<file path="src/rtl/pio_event_master_pkg.sv">
// rtl/pio_event_master_pkg.sv - shared constants, FSM encoding and bus helpers for pio_event_master
//   No ports. Provides:
//     TS_WIDTH                     timestamp width (32)
//     PIO_DATA/MASK/OUTSET/OUTCLR  PIO s1 register addresses
//     state_e                      FSM state enum (encodings pinned by ST_* constants)
//     avm_cmd_t, avm_idle/rd/wr    one-cycle Avalon-MM command builders

package pio_event_master_pkg;

  localparam int TS_WIDTH = 32;

  localparam logic [2:0] PIO_DATA   = 3'd0;
  localparam logic [2:0] PIO_MASK   = 3'd2;
  localparam logic [2:0] PIO_OUTSET = 3'd4;
  localparam logic [2:0] PIO_OUTCLR = 3'd5;

  // Fixed encodings so existing debug taps on the state register keep working.
  localparam logic [3:0] ST_ARM       = 4'd0;
  localparam logic [3:0] ST_IDLE      = 4'd1;
  localparam logic [3:0] ST_RD_REQ    = 4'd2;
  localparam logic [3:0] ST_RD_WAIT   = 4'd3;
  localparam logic [3:0] ST_CAPTURE   = 4'd4;
  localparam logic [3:0] ST_LED_SET   = 4'd5;
  localparam logic [3:0] ST_HOLD      = 4'd6;
  localparam logic [3:0] ST_POLL_REQ  = 4'd7;
  localparam logic [3:0] ST_POLL_WAIT = 4'd8;
  localparam logic [3:0] ST_POLL_CHK  = 4'd9;
  localparam logic [3:0] ST_LED_CLR   = 4'd10;

  typedef enum logic [3:0] {
    S_ARM       = ST_ARM,
    S_IDLE      = ST_IDLE,
    S_RD_REQ    = ST_RD_REQ,
    S_RD_WAIT   = ST_RD_WAIT,
    S_CAPTURE   = ST_CAPTURE,
    S_LED_SET   = ST_LED_SET,
    S_HOLD      = ST_HOLD,
    S_POLL_REQ  = ST_POLL_REQ,
    S_POLL_WAIT = ST_POLL_WAIT,
    S_POLL_CHK  = ST_POLL_CHK,
    S_LED_CLR   = ST_LED_CLR
  } state_e;

  typedef struct packed {
    logic        cs;
    logic        write_n;
    logic [2:0]  address;
    logic [31:0] writedata;
  } avm_cmd_t;

  function automatic avm_cmd_t avm_idle();
    return '{cs: 1'b0, write_n: 1'b1, address: 3'd0, writedata: 32'd0};
  endfunction

  function automatic avm_cmd_t avm_rd(input logic [2:0] addr);
    return '{cs: 1'b1, write_n: 1'b1, address: addr, writedata: 32'd0};
  endfunction

  function automatic avm_cmd_t avm_wr(input logic [2:0] addr, input logic [31:0] data);
    return '{cs: 1'b1, write_n: 1'b0, address: addr, writedata: data};
  endfunction

endpackage

</file>
<file path="src/rtl/pio_event_master_if.sv">
// rtl/pio_event_master_if.sv - Avalon-MM link to the PIO s1 port plus its interrupt
//   avm_address    [2:0]  PIO register address
//   avm_chipselect        PIO select
//   avm_write_n           write strobe, active-low
//   avm_writedata  [31:0] write data
//   avm_readdata   [31:0] read data, one-cycle fixed latency, no waitrequest
//   irq                   PIO interrupt, level
//   modport master: the event master side; modport slave: the PIO side

interface pio_event_master_if;
  logic [2:0]  avm_address;
  logic        avm_chipselect;
  logic        avm_write_n;
  logic [31:0] avm_writedata;
  logic [31:0] avm_readdata;
  logic        irq;

  modport master (
    output avm_address, avm_chipselect, avm_write_n, avm_writedata,
    input  avm_readdata, irq
  );

  modport slave (
    input  avm_address, avm_chipselect, avm_write_n, avm_writedata,
    output avm_readdata, irq
  );
endinterface

</file>
<file path="src/rtl/pio_event_master_evt_fifo.sv">
// rtl/pio_event_master_evt_fifo.sv - synchronous DEPTH x WIDTH event FIFO
//   clk, reset_n        clock, asynchronous active-low reset
//   push, wdata         write request and data; ignored while full unless popping
//   pop                 read request; ignored while empty
//   rdata               head entry (zero after reset)
//   full, empty         occupancy flags

module evt_fifo #(
  parameter int DEPTH = 4,
  parameter int WIDTH = 32
) (
  input  logic             clk,
  input  logic             reset_n,
  input  logic             push,
  input  logic [WIDTH-1:0] wdata,
  input  logic             pop,
  output logic [WIDTH-1:0] rdata,
  output logic             full,
  output logic             empty
);

  localparam int AW = $clog2(DEPTH);

  logic [WIDTH-1:0] mem [DEPTH];
  logic [AW:0]      wr_ptr;
  logic [AW:0]      rd_ptr;
  logic             do_push;
  logic             do_pop;

  // Extra pointer bit distinguishes full from empty when the indices match.
  assign empty = (wr_ptr == rd_ptr);
  assign full  = (wr_ptr[AW] != rd_ptr[AW]) && (wr_ptr[AW-1:0] == rd_ptr[AW-1:0]);

  // A pop in the same cycle frees the slot the push needs.
  assign do_pop  = pop && !empty;
  assign do_push = push && (!full || do_pop);

  assign rdata = mem[rd_ptr[AW-1:0]];

  always_ff @(posedge clk or negedge reset_n) begin
    if (!reset_n) begin
      wr_ptr <= '0;
      rd_ptr <= '0;
      for (int i = 0; i < DEPTH; i++) begin
        mem[i] <= '0;
      end
    end else begin
      if (do_push) begin
        mem[wr_ptr[AW-1:0]] <= wdata;
        wr_ptr              <= wr_ptr + (AW+1)'(1);
      end
      if (do_pop) begin
        rd_ptr <= rd_ptr + (AW+1)'(1);
      end
    end
  end

endmodule

</file>
<file path="src/rtl/pio_event_master.sv">
// rtl/pio_event_master.sv - services the drum-pad PIO interrupt and timestamps hits into a FIFO
//   clk, reset_n     clock, asynchronous active-low reset
//   avm              Avalon-MM master to PIO s1 plus its irq (pio_event_master_if.master)
//   evt_valid        FIFO head valid
//   evt_ready        consumer accepts the head
//   evt_timestamp    cycle-counter value at the irq of the head event
//   overflow         sticky, set on the first dropped event
//   drop_count       dropped events, saturating at 255
//   busy             FSM not in IDLE

module pio_event_master
  import pio_event_master_pkg::*;
#(
  parameter int FIFO_DEPTH     = 4,
  parameter int HOLDOFF_CYCLES = 50000
) (
  input  logic                    clk,
  input  logic                    reset_n,
  pio_event_master_if.master      avm,
  output logic                    evt_valid,
  input  logic                    evt_ready,
  output logic [TS_WIDTH-1:0]     evt_timestamp,
  output logic                    overflow,
  output logic [7:0]              drop_count,
  output logic                    busy
);

  localparam int            HW          = (HOLDOFF_CYCLES > 1) ? $clog2(HOLDOFF_CYCLES) : 1;
  localparam logic [HW-1:0] HOLD_RELOAD = HW'(HOLDOFF_CYCLES - 1);

  state_e              state;
  state_e              state_nxt;
  avm_cmd_t            cmd;
  logic [TS_WIDTH-1:0] cycle_cnt;
  logic [TS_WIDTH-1:0] ts_hold;
  logic [HW-1:0]       hold_cnt;
  logic                pad_lvl;
  logic                push_req;
  logic                pop;
  logic                fifo_full;
  logic                fifo_empty;
  logic                drop;
  logic                unused_readdata;

  // Only the pad level bit of the data register carries information.
  assign unused_readdata = ^avm.avm_readdata[31:1];

  always_comb begin
    state_nxt = state;
    cmd       = avm_idle();
    push_req  = 1'b0;
    case (state)
      S_ARM: begin
        cmd       = avm_wr(PIO_MASK, 32'd1);
        state_nxt = S_IDLE;
      end
      S_IDLE: begin
        if (avm.irq) state_nxt = S_RD_REQ;
      end
      S_RD_REQ: begin
        cmd       = avm_rd(PIO_DATA);
        state_nxt = S_RD_WAIT;
      end
      S_RD_WAIT: state_nxt = S_CAPTURE;
      S_CAPTURE: begin
        if (pad_lvl) begin
          // Real hit: mask further interrupts while we hold off.
          cmd       = avm_wr(PIO_MASK, 32'd0);
          push_req  = 1'b1;
          state_nxt = S_LED_SET;
        end else begin
          state_nxt = S_IDLE;
        end
      end
      S_LED_SET: begin
        cmd       = avm_wr(PIO_OUTSET, 32'd1);
        state_nxt = S_HOLD;
      end
      S_HOLD: begin
        if (hold_cnt == '0) state_nxt = S_POLL_REQ;
      end
      S_POLL_REQ: begin
        cmd       = avm_rd(PIO_DATA);
        state_nxt = S_POLL_WAIT;
      end
      S_POLL_WAIT: state_nxt = S_POLL_CHK;
      S_POLL_CHK:  state_nxt = pad_lvl ? S_HOLD : S_LED_CLR;
      S_LED_CLR: begin
        cmd       = avm_wr(PIO_OUTCLR, 32'd1);
        state_nxt = S_ARM;
      end
      default: state_nxt = S_ARM;
    endcase
  end

  // Bus and busy are decoded from the state register so the ARM write lands in
  // the very first cycle after reset; gating with reset_n keeps them idle while
  // reset is held, even though the state register already sits in ARM.
  assign avm.avm_chipselect = reset_n && cmd.cs;
  assign avm.avm_write_n    = !reset_n || cmd.write_n;
  assign avm.avm_address    = reset_n ? cmd.address   : 3'd0;
  assign avm.avm_writedata  = reset_n ? cmd.writedata : 32'd0;
  assign busy               = reset_n && (state != S_IDLE);

  always_ff @(posedge clk or negedge reset_n) begin
    if (!reset_n) begin
      state     <= S_ARM;
      cycle_cnt <= '0;
      ts_hold   <= '0;
      hold_cnt  <= '0;
      pad_lvl   <= 1'b0;
    end else begin
      state     <= state_nxt;
      cycle_cnt <= cycle_cnt + TS_WIDTH'(1);
      if (state == S_IDLE && avm.irq) begin
        ts_hold <= cycle_cnt;
      end
      // Read data appears in the WAIT cycle; hold it for the decision cycle.
      if (state == S_RD_WAIT || state == S_POLL_WAIT) begin
        pad_lvl <= avm.avm_readdata[0];
      end
      if (state == S_LED_SET || (state == S_POLL_CHK && pad_lvl)) begin
        hold_cnt <= HOLD_RELOAD;
      end else if (state == S_HOLD && hold_cnt != '0) begin
        hold_cnt <= hold_cnt - HW'(1);
      end
    end
  end

  assign evt_valid = !fifo_empty;
  assign pop       = evt_valid && evt_ready;
  assign drop      = push_req && fifo_full && !pop;

  always_ff @(posedge clk or negedge reset_n) begin
    if (!reset_n) begin
      overflow   <= 1'b0;
      drop_count <= 8'd0;
    end else if (drop) begin
      overflow <= 1'b1;
      if (drop_count != 8'hFF) begin
        drop_count <= drop_count + 8'd1;
      end
    end
  end

  evt_fifo #(
    .DEPTH (FIFO_DEPTH),
    .WIDTH (TS_WIDTH)
  ) u_evt_fifo (
    .clk     (clk),
    .reset_n (reset_n),
    .push    (push_req),
    .wdata   (ts_hold),
    .pop     (pop),
    .rdata   (evt_timestamp),
    .full    (fifo_full),
    .empty   (fifo_empty)
  );

endmodule

</file>
<file path="src/flat_wrapper.sv">
// flat-port wrapper written by rule: the top's interface ports become plain ports
module pio_event_master_flat import pio_event_master_pkg::*;
#(
  parameter int FIFO_DEPTH     = 4,
  parameter int HOLDOFF_CYCLES = 50000
)
  (clk, reset_n, evt_valid, evt_ready, evt_timestamp, overflow, drop_count, busy, avm_avm_address, avm_avm_chipselect, avm_avm_write_n, avm_avm_writedata, avm_avm_readdata, avm_irq);
  pio_event_master_if avm_i ();
  input  logic clk;
  input  logic reset_n;
  output logic evt_valid;
  input  logic evt_ready;
  output logic [TS_WIDTH-1:0] evt_timestamp;
  output logic overflow;
  output logic [7:0] drop_count;
  output logic busy;
  output wire logic [$bits(avm_i.avm_address)-1:0] avm_avm_address;
  output wire logic [$bits(avm_i.avm_chipselect)-1:0] avm_avm_chipselect;
  output wire logic [$bits(avm_i.avm_write_n)-1:0] avm_avm_write_n;
  output wire logic [$bits(avm_i.avm_writedata)-1:0] avm_avm_writedata;
  input wire logic [$bits(avm_i.avm_readdata)-1:0] avm_avm_readdata;
  input wire logic [$bits(avm_i.irq)-1:0] avm_irq;
  assign avm_avm_address = avm_i.avm_address;
  assign avm_avm_chipselect = avm_i.avm_chipselect;
  assign avm_avm_write_n = avm_i.avm_write_n;
  assign avm_avm_writedata = avm_i.avm_writedata;
  assign avm_i.avm_readdata = avm_avm_readdata;
  assign avm_i.irq = avm_irq;
  pio_event_master #(.FIFO_DEPTH(FIFO_DEPTH), .HOLDOFF_CYCLES(HOLDOFF_CYCLES)) u_core (.clk(clk), .reset_n(reset_n), .avm(avm_i), .evt_valid(evt_valid), .evt_ready(evt_ready), .evt_timestamp(evt_timestamp), .overflow(overflow), .drop_count(drop_count), .busy(busy));
endmodule
</file>
<file path="config.mk">
export PLATFORM = sky130hd
export DESIGN_NAME = pio_event_master_flat
export DESIGN_NICKNAME = d
export VERILOG_FILES = /design/src/rtl/pio_event_master_pkg.sv /design/src/rtl/pio_event_master_if.sv /design/src/rtl/pio_event_master_evt_fifo.sv /design/src/rtl/pio_event_master.sv /design/src/flat_wrapper.sv
export SDC_FILE = /design/constraint.sdc
export NUM_CORES = 1
export LEC_CHECK = 0
export BUFFER_PORTS_ARGS = -buffer_cell sky130_fd_sc_hd__buf_2
export CORE_AREA = 10 10 165 167
export CTS_CLUSTER_SIZE = 14
export DETAILED_ROUTE_END_ITERATION = 6
export DIE_AREA = 0 0 175 177
export PLACE_DENSITY_LB_ADDON = 0.1
export SETUP_SLACK_MARGIN = 0.4
export SLEW_MARGIN = 20
export SYNTH_ARGS = -nofsm -noshare
export SYNTH_HDL_FRONTEND = slang
export SYNTH_SLANG_ARGS = --single-unit
export TNS_END_PERCENT = 50
</file>
<file path="constraint.sdc">
create_clock -name clk -period 2.5 [get_ports clk]
set_input_delay 0.5 -clock clk [delete_from_list [all_inputs] [get_ports clk]]
set_output_delay 0.5 -clock clk [all_outputs]
set_load 0.01 [all_outputs]
</file>
==> results of run 1 <==
-- worst max-delay path: stages, from the launching register on --
cell     delay, ps
dfrtp_4        470
buf_12         190
mux4_2         560
buf_2          170
-- logic make-up (layout without fill, tap and decap cells) --
logic type | count (synthesis) | after routing | share of synthesized area [%]
AND/OR/NAND/NOR | 165 | 165 | 9.46
XOR/XNOR | 45 | 45 | 3.88
multiplexers | 199 | 199 | 24.6
other | 1 | 31 | 0.0356
flip-flops | 228 | 228 | 54.1
buffers and inverters | 74 | 147 | 4.19
AO/OA/AOI/OAI | 47 | 47 | 2.77
adder cells (fa/ha/maj) | 8 | 8 | 0.950
-- per-stage QoR --
| step | power [mW] | utilization (%) | instances | instance area, um2 |
|---|---|---|---|---|
| final | 10.5 | 51.4 | 1194 | 12300 |
| after global routing | 11.1 | 51.4 | 1194 | 12300 |
| after CTS | 10.4 | 50.5 | 1182 | 12100 |
| after detailed placement | 6.57 | 46.7 | 1133 | 11200 |
| after global placement | 6.48 | 46.7 | 1133 | 11200 |
| after floorplan | 5.85 | - | 797 | 10700 |
-- registers in the layout, summed over array words and instances (netlist names) --
name	cells
u_core.overflow	1
u_core.pad_lvl	1
u_core.u_evt_fifo.wr_ptr	3
u_core.cycle_cnt	32
u_core.state	4
u_core.drop_count	8
u_core.ts_hold	32
u_core.u_evt_fifo.mem	128
u_core.u_evt_fifo.rd_ptr	3
u_core.hold_cnt	16
-- timing repair --
action | in CTS | in global routing
pin swaps | 0 | 10
gates resized for setup | 6 | 26
buffers inserted | 2 | 12
hold buffers | 2 | 0
endpoints found under the setup margin | 63 | 147
endpoints found under the hold margin | 27 | 0
-- worst paths after layout --
kind / start / endpoint / slack [ps] / cells after the start
hold reg to reg: u_core.cycle_cnt[31] / u_core.cycle_cnt[31] / 480 / 1
hold / removal: reset_n / u_core.cycle_cnt[20] / 180 / 2
min in group clk: evt_ready / u_core.u_evt_fifo.rd_ptr[0] / 280 / 3
max in group asynchronous: reset_n / u_core.u_evt_fifo.rd_ptr[0] / 1740 / 2
setup reg to reg: u_core.u_evt_fifo.rd_ptr[0] / u_core.drop_count[6] / 510 / 6
setup / recovery: u_core.u_evt_fifo.rd_ptr[0] / evt_timestamp[31] / 90 / 3
-- layout make-up --
type / instances / area, um2
multi-input combinational: 495 / 4600
sequential: 228 / 5710
fill: 2089 / 11700
clock buffer: 38 / 754
inverter: 9 / 33.8
timing repair buffer: 93 / 702
tap: 324 / 405
clock inverter: 7 / 100
-- report_power, final --
group	switching [mW]	total, mW	internal (mW)
Clock	1.47	3.75	2.29
Sequential	0.296	4.28	3.99
Combinational	1.31	2.50	1.19
-- routing by layer --
layer | routed length [um] | vias to the layer above | GRT usage [%]
met1 | 9750 | 3219 | 18.5
met2 | 11100 | 103 | 23.6
met4 | 309 | 2 | 3.32
li1 | - | 2906 | -
met5 | 18 | - | 0
met3 | 895 | 33 | 2.90
-- synthesized netlist by cell type, drive strengths merged (4+ instances only) --
cell,n,area (um2)
dfrtp,228,5710
mux2,158,1780
buf,54,367
mux4,32,721
nand2,32,120
xnor2,29,269
nor2,28,105
nand3,27,163
o21ai,16,80.1
xor2,16,140
nand4,15,124
nor4,12,133
clkbuf,11,41.3
nor3,11,55.1
a21oi,10,50.1
inv,9,33.8
mux2i,9,90.1
ha,8,100
and3,7,43.8
nand2b,5,31.3
nor2b,5,31.3
or4,4,30.0
==> results.sh, run 1 <==
export IMPL_rows=57
export IMPL_max_freq_ghz=0.414
export IMPL_yosysWarnings=0
export IMPL_drv_slew=0
export IMPL_antenna_found_initial=1
export IMPL_grt_max_degree=142
export IMPL_cts_tree="built"
export IMPL_final_common_cell="dfrtp_1"
export IMPL_setup_violations_final=0
export IMPL_num_io_pins=116
export IMPL_gp_congestion=0.792
export IMPL_clock_latency_ps=530
export IMPL_syn_area_um2=10500
export IMPL_drt_total_wl_um=22000
export IMPL_cp_max_fo=13
export IMPL_synth_edf_count=0
export IMPL_first_iter_violations=334
export IMPL_root_buffer="clkbuf_16"
export IMPL_clk_path_buf_depth=3
export IMPL_start_util_pct=44.0
export IMPL_area_growth_pct=16.8
export IMPL_critPathKind="reg2out"
export IMPL_async_reset_ff_share_pct=100
export IMPL_ys_types=58
export IMPL_num_antenna_cells=0
export IMPL_p_leak_nw=6.02
export IMPL_die_x_um=175
export IMPL_grt_pass1_wl_um=35900
export IMPL_grt_overflow=0
export IMPL_vias_per_cell=5.25
export IMPL_end_kind="output pin"
export IMPL_cts_num_sinks=228
export IMPL_drc=0
export IMPL_num_vias=6263
export IMPL_track_usage_pct=14.1
export IMPL_final_cell_mix="dfrtp_1 (227), mux2_2 (150), buf_2 (51), nand2_1 (32), mux4_2 (32)"
export IMPL_worst_ir_drop_vdd_uv=511
export IMPL_ys_seq_elements=228
export IMPL_dieHeight_um=177
export IMPL_grt_setup_unrepaired="true"
export IMPL_clk_pin_slew_ps=60
export IMPL_h_tree_depth=1
export IMPL_pre_cts_ws_ps=321
export IMPL_setup_slack_ps=86.0
export IMPL_layout_drive_gt1_share_pct=39.8
export IMPL_start_kind="flip-flop"
export IMPL_io_buffers=53
export IMPL_first_pass_iters=6
export IMPL_ant_nets=0
export IMPL_whs_ps=179
export IMPL_grt_pass1_vias=6667
export IMPL_cts_buffers=25
export IMPL_nets=896
export IMPL_synth_avg_cell_area_um2=13.7
export IMPL_finalCriticalPeriod_ps=2410
export IMPL_wire_per_inst_um=18.5
export IMPL_dp_hpwl_um=14100
export IMPL_core_um2=24000
export IMPL_finalSetupTns_ps=0
export IMPL_cp_required_ps=2000
export IMPL_clock_skew_ps=8.36
export IMPL_cp_arrival_ps=1910
export IMPL_period_share_pct=96.6
export IMPL_hold_class="in2async"
export IMPL_p_per_area_nw_per_um2=856
export IMPL_yosysSeqAreaShare_pct=54.1
export IMPL_cap_violations=0
export IMPL_die_area_um2=31000
export IMPL_hold_viol=0
export IMPL_synth_flop_cell="dfrtp_1"
export IMPL_outcome="complete, no violations"
export IMPL_synth_cells=767
export IMPL_relSlewSlack_pct=50.1
export IMPL_tightestPinTransition_ps=748
No activity file was read; power rests on OpenSTA's default activity.
==> run 2, diff against run 1 <==
--- a/config.mk
+++ b/config.mk
@@ -6,14 +6,14 @@
 export NUM_CORES = 1
 export LEC_CHECK = 0
 export BUFFER_PORTS_ARGS = -buffer_cell sky130_fd_sc_hd__buf_2
-export CORE_AREA = 10 10 165 167
+export CORE_AREA = 2 2 157 159
 export CTS_CLUSTER_SIZE = 14
 export DETAILED_ROUTE_END_ITERATION = 6
-export DIE_AREA = 0 0 175 177
+export DIE_AREA = 0 0 159 161
 export PLACE_DENSITY_LB_ADDON = 0.1
 export SETUP_SLACK_MARGIN = 0.4
 export SLEW_MARGIN = 20
 export SYNTH_ARGS = -nofsm -noshare
 export SYNTH_HDL_FRONTEND = slang
 export SYNTH_SLANG_ARGS = --single-unit
-export TNS_END_PERCENT = 50
+export TNS_END_PERCENT = 100
==> run 2 against run 1 <==
- flip-flop and latch count stayed put
- cell count is 1.0% higher
- clock skew is 8.3 ps higher
- global-route usage is 3.0 points higher
- maximum frequency is 0.29% higher
- critical path type unchanged
- highest routed layer is now met4
==> results.sh, run 2 (synthesis results as in run 1) <==
export IMPL_dieHeight_um=161
export IMPL_final_cell_mix="dfrtp_1 (227), mux2_2 (150), buf_2 (43), nand2_1 (32), mux4_2 (32)"
export IMPL_fillerInstances=2042
export IMPL_grt_setup_unrepaired="true"
export IMPL_critical_path_startpoint="u_core.u_evt_fifo.rd_ptr[0]"
export IMPL_first_iter_violations=288
export IMPL_tightestPinTransition_ps=876
export IMPL_ant_nets=0
export IMPL_vias_per_cell=5.25
export IMPL_p_per_area_nw_per_um2=874
export IMPL_rows=57
export IMPL_reg2reg_to="u_core.hold_cnt[13]"
export IMPL_critPathKind="reg2out"
export IMPL_clk_path_buf_depth=3
export IMPL_drv_slew=0
export IMPL_root_buffer="clkbuf_16"
export IMPL_largest_register="u_core.u_evt_fifo.mem"
export IMPL_core_um2=24000
export IMPL_cap_violations=0
export IMPL_die_x_um=159
export IMPL_cts_tree="built"
export IMPL_instances_no_fill=1206
export IMPL_finalSetupTns_ps=0
export IMPL_relSlewSlack_pct=41.6
export IMPL_hold_class="in2async"
export IMPL_cp_arrival_ps=1910
export IMPL_grt_overflow=0
export IMPL_hold_viol=0
export IMPL_finalCriticalPeriod_ps=2410
export IMPL_area_growth_pct=19.5
export IMPL_nets=907
export IMPL_cp_max_fo=14
export IMPL_grt_pass1_vias=6746
export IMPL_die_area_um2=25600
export IMPL_cts_buffers=25
export IMPL_clock_skew_ps=16.7
export IMPL_gp_congestion=0.775
export IMPL_r2r_slack_ps=460
export IMPL_final_common_cell="dfrtp_1"
export IMPL_setup_violations_final=0
export IMPL_worst_ir_drop_vdd_uv=495
export IMPL_antenna_found_initial=0
export IMPL_p_leak_nw=6.13
export IMPL_grt_pass1_wl_um=35700
export IMPL_start_util_pct=44.0
export IMPL_drt_total_wl_um=21600
export IMPL_num_vias=6337
export IMPL_reg2reg_from="u_core.state[0]"
export IMPL_track_usage_pct=17.1
export IMPL_cp_required_ps=2000
export IMPL_outcome="complete, no violations"
export IMPL_dp_hpwl_um=13200
export IMPL_h_tree_depth=1
export IMPL_start_kind="flip-flop"
export IMPL_max_freq_ghz=0.415
export IMPL_dp_cells=1133
export IMPL_critPathCapture="evt_timestamp[31]"
export IMPL_num_antenna_cells=0
export IMPL_period_share_pct=96.3
export IMPL_end_kind="output pin"
export IMPL_layout_drive_gt1_share_pct=41.4
export IMPL_clock_latency_ps=520
export IMPL_reg_largest_list="u_core.u_evt_fifo.mem (128), u_core.cycle_cnt (32), u_core.ts_hold (32)"
export IMPL_first_pass_iters=4
export IMPL_cts_num_sinks=228
export IMPL_io_buffers=53
export IMPL_drc=0
export IMPL_num_io_pins=116
export IMPL_grt_max_degree=143
export IMPL_wire_per_inst_um=17.9
export IMPL_clk_pin_slew_ps=60
export IMPL_largest_register_ffs=128
export IMPL_r2r_cells=7
==> run 2: cell types whose count changed in the layout (fill, tap and decap cells not counted), sizes merged <==
cell / change
clkinv: +1
dlygate4sd3: -1
clkbuf: -5
bufinv: +3
clkinvlp: +3
buf: +11
==> run 2: worst min-delay path by stage <==
| stage | startpoint | to | slack (ps) | depth (start not counted) |
|---|---|---|---|---|
| detailed placement | reset_n | u_core.pad_lvl | 380 | 1 |
| global route | reset_n | u_core.pad_lvl | 180 | 2 |
| global placement | reset_n | u_core.pad_lvl | 370 | 1 |
| CTS | reset_n | u_core.hold_cnt[11] | 210 | 2 |
| floorplan | reset_n | u_core.cycle_cnt[0] | 200 | 0 |
| finish | reset_n | u_core.state[3] | 130 | 2 |
==> run 2: layout make-up <==
class,count,area (um2),share of cell area [%]
clock buffers,32,682,5.41
clock inverters,14,206,1.64
inverters,9,33.8,0.268
multi-input cells,495,4650,36.9
flip-flops and latches,228,5710,45.3
well taps,324,405,3.22
repair buffers,104,910,7.22
==> run 2: power breakdown <==
group	switching (mW)	internal, mW
Sequential	0.294	3.99
Combinational	1.41	1.40
Clock	1.47	2.45
==> run 2: what timing repair did <==
item / in CTS / in global routing
setup endpoints to repair: 39 / 128
endpoints found under the hold margin: 22 / 0
resized for setup: 33 / 25
hold buffers: 1 / 0
cloned: 1 / 1
pin swaps: 7 / 10
buffers inserted: 14 / 10
==> run 2: critical path: stages, from the launching register on <==
cell     delay [ps]
dfrtp_4         480
buf_12          190
mux4_2          560
buf_2           170
==> run 2: per-stage QoR <==
stage / area, um2 / hold slack [ps] / utilization (%) / setup slack (ps) / power (mW)
floorplan: 10700 / 204 / - / 599 / 5.85
global placement: 11200 / 369 / 46.7 / 406 / 6.44
detailed placement: 11200 / 376 / 46.7 / 383 / 6.55
CTS: 12400 / 209 / 51.6 / 50.0 / 11.0
global route: 12600 / 178 / 52.6 / 17.4 / 11.6
finish: 12600 / 135 / 52.6 / 92.9 / 11.0
==> run 2: routing by layer <==
| metal | global-route usage, % | vias to the layer above | part of all wire (%) |
|---|---|---|---|
| li1 | - | 2935 | - |
| met4 | 3.72 | 0 | 1.7 |
| met2 | 29.3 | 116 | 50 |
| met5 | 0 | - | 0 |
| met3 | 2.77 | 27 | 3.7 |
| met1 | 23.1 | 3259 | 45 |
